**src/rtl/truth_table_scanner.sv**
```systemverilog
// truth_table_scanner: sweeps all 2**N_IN rows of a 1-output function and grades it.
// Optional macro TT_XCHECK_EN: x/z samples set x_seen and count as mismatches.
module truth_table_scanner #(
    parameter int N_IN   = 2,
    parameter int SETTLE = 1
) (
    input  logic                 clk,
    input  logic                 rst_n,
    input  logic                 start,
    input  logic [2**N_IN-1:0]   expected,
    output logic [N_IN-1:0]      dut_in,
    input  logic                 dut_out,
    output logic                 busy,
    output logic                 done,
    output logic [2**N_IN-1:0]   table_out,
    output logic                 pass,
    output logic [N_IN:0]        mismatch_cnt,
    output logic [N_IN-1:0]      first_err_idx,
    output logic                 x_seen
);

    localparam int ROWS = 2**N_IN;
    localparam logic [N_IN-1:0] LAST = N_IN'(ROWS - 1);
    localparam logic [3:0] SETTLE_LAST = 4'((SETTLE > 0) ? SETTLE - 1 : 0);

    typedef enum logic [1:0] {
        IDLE,
        SETTLE_W,
        SAMPLE,
        FINISH
    } state_t;

    state_t          state;
    state_t          state_nx;
    logic [N_IN-1:0] idx;
    logic [3:0]      cnt;
    logic            accept;
    logic            smp_x;
    logic            smp_bit;
    logic            smp_miss;

    // done is still high in the first IDLE cycle, so a start there is dropped
    assign accept = (state == IDLE) && start && !done;
    assign dut_in = idx;

`ifdef TT_XCHECK_EN
    assign smp_x = (dut_out !== 1'b0) && (dut_out !== 1'b1);
`else
    assign smp_x = 1'b0;
`endif

    assign smp_bit  = smp_x ? 1'b0 : dut_out;
    assign smp_miss = smp_x || (dut_out != expected[idx]);

    always_ff @(posedge clk or negedge rst_n) begin
        if (!rst_n) begin
            state <= IDLE;
        end else begin
            state <= state_nx;
        end
    end

    always_comb begin
        state_nx = state;
        unique case (state)
            IDLE: begin
                if (accept) begin
                    state_nx = (SETTLE == 0) ? SAMPLE : SETTLE_W;
                end
            end
            SETTLE_W: begin
                if (cnt == SETTLE_LAST) begin
                    state_nx = SAMPLE;
                end
            end
            SAMPLE: begin
                if (idx == LAST) begin
                    state_nx = FINISH;
                end else begin
                    state_nx = (SETTLE == 0) ? SAMPLE : SETTLE_W;
                end
            end
            FINISH: begin
                state_nx = IDLE;
            end
            default: begin
                state_nx = IDLE;
            end
        endcase
    end

    always_ff @(posedge clk or negedge rst_n) begin
        if (!rst_n) begin
            idx           <= '0;
            cnt           <= '0;
            busy          <= 1'b0;
            done          <= 1'b0;
            table_out     <= '0;
            pass          <= 1'b0;
            mismatch_cnt  <= '0;
            first_err_idx <= '0;
            x_seen        <= 1'b0;
        end else begin
            done <= 1'b0;
            unique case (state)
                IDLE: begin
                    if (accept) begin
                        idx           <= '0;
                        cnt           <= '0;
                        busy          <= 1'b1;
                        table_out     <= '0;
                        pass          <= 1'b0;
                        mismatch_cnt  <= '0;
                        first_err_idx <= '0;
                        x_seen        <= 1'b0;
                    end
                end
                SETTLE_W: begin
                    if (cnt == SETTLE_LAST) begin
                        cnt <= '0;
                    end else begin
                        cnt <= cnt + 4'd1;
                    end
                end
                SAMPLE: begin
                    table_out[idx] <= smp_bit;
                    cnt            <= '0;
                    if (smp_x) begin
                        x_seen <= 1'b1;
                    end
                    if (smp_miss) begin
                        mismatch_cnt <= mismatch_cnt + 1'b1;
                        if (mismatch_cnt == '0) begin
                            first_err_idx <= idx;
                        end
                    end
                    // index parks on the last row so dut_in holds all ones
                    if (idx != LAST) begin
                        idx <= idx + 1'b1;
                    end
                end
                FINISH: begin
                    done <= 1'b1;
                    busy <= 1'b0;
                    pass <= (mismatch_cnt == '0);
                end
                default: begin
                end
            endcase
        end
    end

endmodule

```
**config.mk**
```make
export PLATFORM = sky130hd
export DESIGN_NAME = truth_table_scanner
export DESIGN_NICKNAME = d
export VERILOG_FILES = /design/src/rtl/truth_table_scanner.sv
export SDC_FILE = /design/constraint.sdc
export NUM_CORES = 1
export LEC_CHECK = 0
export BUFFER_PORTS_ARGS = -buffer_cell sky130_fd_sc_hd__buf_2
export CAP_MARGIN = 20
export CORE_MARGIN = 5
export CORE_UTILIZATION = 40
export DETAILED_ROUTE_END_ITERATION = 6
export PLACE_DENSITY = 0.73
export SETUP_SLACK_MARGIN = 0.5
export SLEW_MARGIN = 20
export SYNTH_ARGS = -nofsm -noshare
export SYNTH_HDL_FRONTEND = slang
export SYNTH_SLANG_ARGS = --single-unit
```
**constraint.sdc**
```tcl
create_clock -name clk -period 1.9 [get_ports clk]
set_clock_uncertainty 0.1 [all_clocks]
set_input_delay 0.19 -clock clk [delete_from_list [all_inputs] [get_ports clk]]
set_output_delay 0.19 -clock clk [all_outputs]
set_load 0.005 [all_outputs]
```
==> qor.txt <==
IO Count: 23
type of the worst setup path: reg2reg
critical path required time: 2020 ps
DR DRC count: 0
vias in the first global route: 884
RSZ-0062 raised after global routing: yes
CTS Root Buffer Type: clkbuf_4
Seq/Total Area, Yosys: 47.3%
Die H: 61.4 um
GRT overflow: 0
Reg clk slew, reported paths: 120 ps
pre-CTS setup slack: 39.3 ps
critical path endpoint category: register
HPWL Detailed: 1.69 mm
initial antenna violation count: 0
die area: 3770 um^2
Core Util, Final: 57.1%
Yosys warnings: 0
layout overhead on the synthesized area: 34.9%
post-layout min period: 1860 ps
Power Density: 1480 nW/um^2
H-tree levels: 1
RePlAce Congestion: 0.815
FP Rows: 18
Setup TNS: 0 ps
largest net degree at the start of global routing: 21
deepest clock path buffer count: 2
CORE AREA: 2500 um^2
final period utilization: 97.9%
total number of vias: 882
critical path peak fanout: 2
Final nets: 151
Worst Path Arrival: 1980 ps
Synth Instances: 98
worst path setup slack after routing: 39.7 ps
Fmax: 538 MHz
ant diodes: 0
unique cell type count in the Yosys netlist: 34
# clock sinks: 20
final hold slack: 162 ps
Hold Vio Cnt, Final: 0
fin. max-slew vios: 0
Seq cells post-synth: 20
global-route wire length before repair: 3.88 mm
syn_nets: 114
WL per Instance: 15.0 um
Startpoint Class: register
worst vdd ir: 0.918 mV
Clock Latency Late Sink: 310 ps
GRT Util Overall: 14.0%
Num CTS Buffers: 3
TritonCTS clock tree: done
status: completed
die width: 61.4 um
cell area after synthesis: 1060 um^2
flop2flop setup slack: 40 ps
final setup fails: 0
Post-Route WL: 2.46 mm
Antenna Nets Post-Route: 0
Initial Util: 42.3%
fraction of layout cells with a size suffix above 1: 44.8%
PortBufs: 21
drt initial violations: 46
HP Class: in2reg
vias per cell: 5.38
DR pass1 iterations: 4
Leakage: 0.717 nW
Max-Cap Viols: 0
syn avg cell area: 10.8 um^2
-- routing by layer --
| layer | part of all wire (%) | up-vias | GRT usage, % |
|---|---|---|---|
| met5 | 0 | - | 0 |
| met1 | 40 | 446 | 16.1 |
| met3 | 5.2 | 2 | 3.98 |
| met2 | 54 | 15 | 24.9 |
| met4 | 0.53 | 0 | 4.55 |
| li1 | - | 419 | - |
-- through the flow --
| stage | cells | power (mW) | area, um^2 |
|---|---|---|---|
| floorplan | 98 | 1.29 | 1090 |
| detailed placement | 148 | 1.58 | 1220 |
| global placement | 148 | 1.53 | 1220 |
| finish | 164 | 2.11 | 1430 |
| global route | 164 | 2.26 | 1430 |
| CTS | 160 | 2.01 | 1360 |
-- flip-flops by register name, summed over array words and instances (netlist names) --
register	flops
mismatch_cnt	3
pass	1
first_err_idx	2
table_out	4
done	1
busy	1
dut_in	2
state	2
cnt	4
-- cell families (layout without fill, tap and decap cells) --
family          after synthesis  count (layout)  synth area share (%)
mux                           3               3                  4.50
xor+xnor                      2               2                  1.66
flops                        20              20                  47.3
fa+ha+maj                     8               8                  9.47
simple gates                 24              24                  12.1
compound gates               27              27                  19.4
buf+inv                      13              49                  5.21
other cells                   1               1                 0.355
-- worst max-delay path, cell delays in order (launching register included) --
cell	delay, ps
dfrtp_2	390
mux4_2	550
xnor2_2	170
a221o_1	350
a32o_1	210
-- what timing repair did --
item,in CTS,in global routing
hold buffers,1,0
hold endpoints to repair,20,0
buffers inserted,7,4
gates resized for setup,10,10
pin swaps,4,4
endpoints found under the setup margin,14,12
-- final timing paths --
path / from / endpoint / cells after the start
setup / recovery: dut_in[0]$_DFFE_PN0P_ / first_err_idx[1]$_DFFE_PN0P_ / 4
hold / removal: dut_out / table_out[1]$_DFFE_PN0P_ / 2
setup reg to reg: dut_in[0]$_DFFE_PN0P_ / first_err_idx[1]$_DFFE_PN0P_ / 4
hold reg to reg: first_err_idx[1]$_DFFE_PN0P_ / first_err_idx[1]$_DFFE_PN0P_ / 1
max in group asynchronous: rst_n / state[1]$_DFFE_PN0P_ / 2
min in group asynchronous: rst_n / mismatch_cnt[0]$_DFFE_PN0P_ / 2
-- cell usage after synthesis --
cell	instances	share of area (%)
a221o_1	1	0.95
xor2_1	1	0.83
or3_1	1	0.59
a21bo_2	1	0.95
nand2b_1	1	0.59
nor3b_2	1	1.2
buf_2	1	0.47
a21oi_1	5	2.4
mux4_1	1	2.5
nand2_1	7	2.5
a22o_1	3	2.5
clkbuf_1	1	0.35
a21o_1	2	1.4
dfrtp_1	20	47
conb_1	1	0.35
nor2b_1	4	2.4
o21ai_0	3	1.4
o21ai_1	1	0.47
mux2i_1	1	0.95
nand3_1	2	0.95
ha_1	8	9.5
clkbuf_2	1	0.47
o22ai_1	1	0.59
o21bai_1	2	1.4
mux2_2	1	1.1
or2_2	2	1.2
inv_1	9	3.2
xnor2_1	1	0.83
a32o_1	7	6.6
nand4_1	1	0.59
nor3b_1	1	0.71
buf_4	1	0.71
o211ai_1	1	0.71
nor2_1	4	1.4
-- power by group --
part	internal, mW	switching [mW]
clock network	0.117	0.138
registers	0.567	0.122
logic	0.597	0.567
-- final cells by class --
type / instances / area [um^2]
fill: 209 / 1070
multi-input combinational: 65 / 579
sequential: 20 / 504
timing repair buffer: 36 / 235
tap: 30 / 37.5
clock buffer: 4 / 36.3
inverter: 9 / 33.8
-- cell usage in the layout (no fill, tap or decap), types with 4 or more instances in the layout --
master	count
buf_6	4
inv_1	9
nand2_1	7
ha_1	7
buf_4	10
buf_2	21
dfrtp_1	17
a32o_1	6
Power figures use the tool's default switching activity.
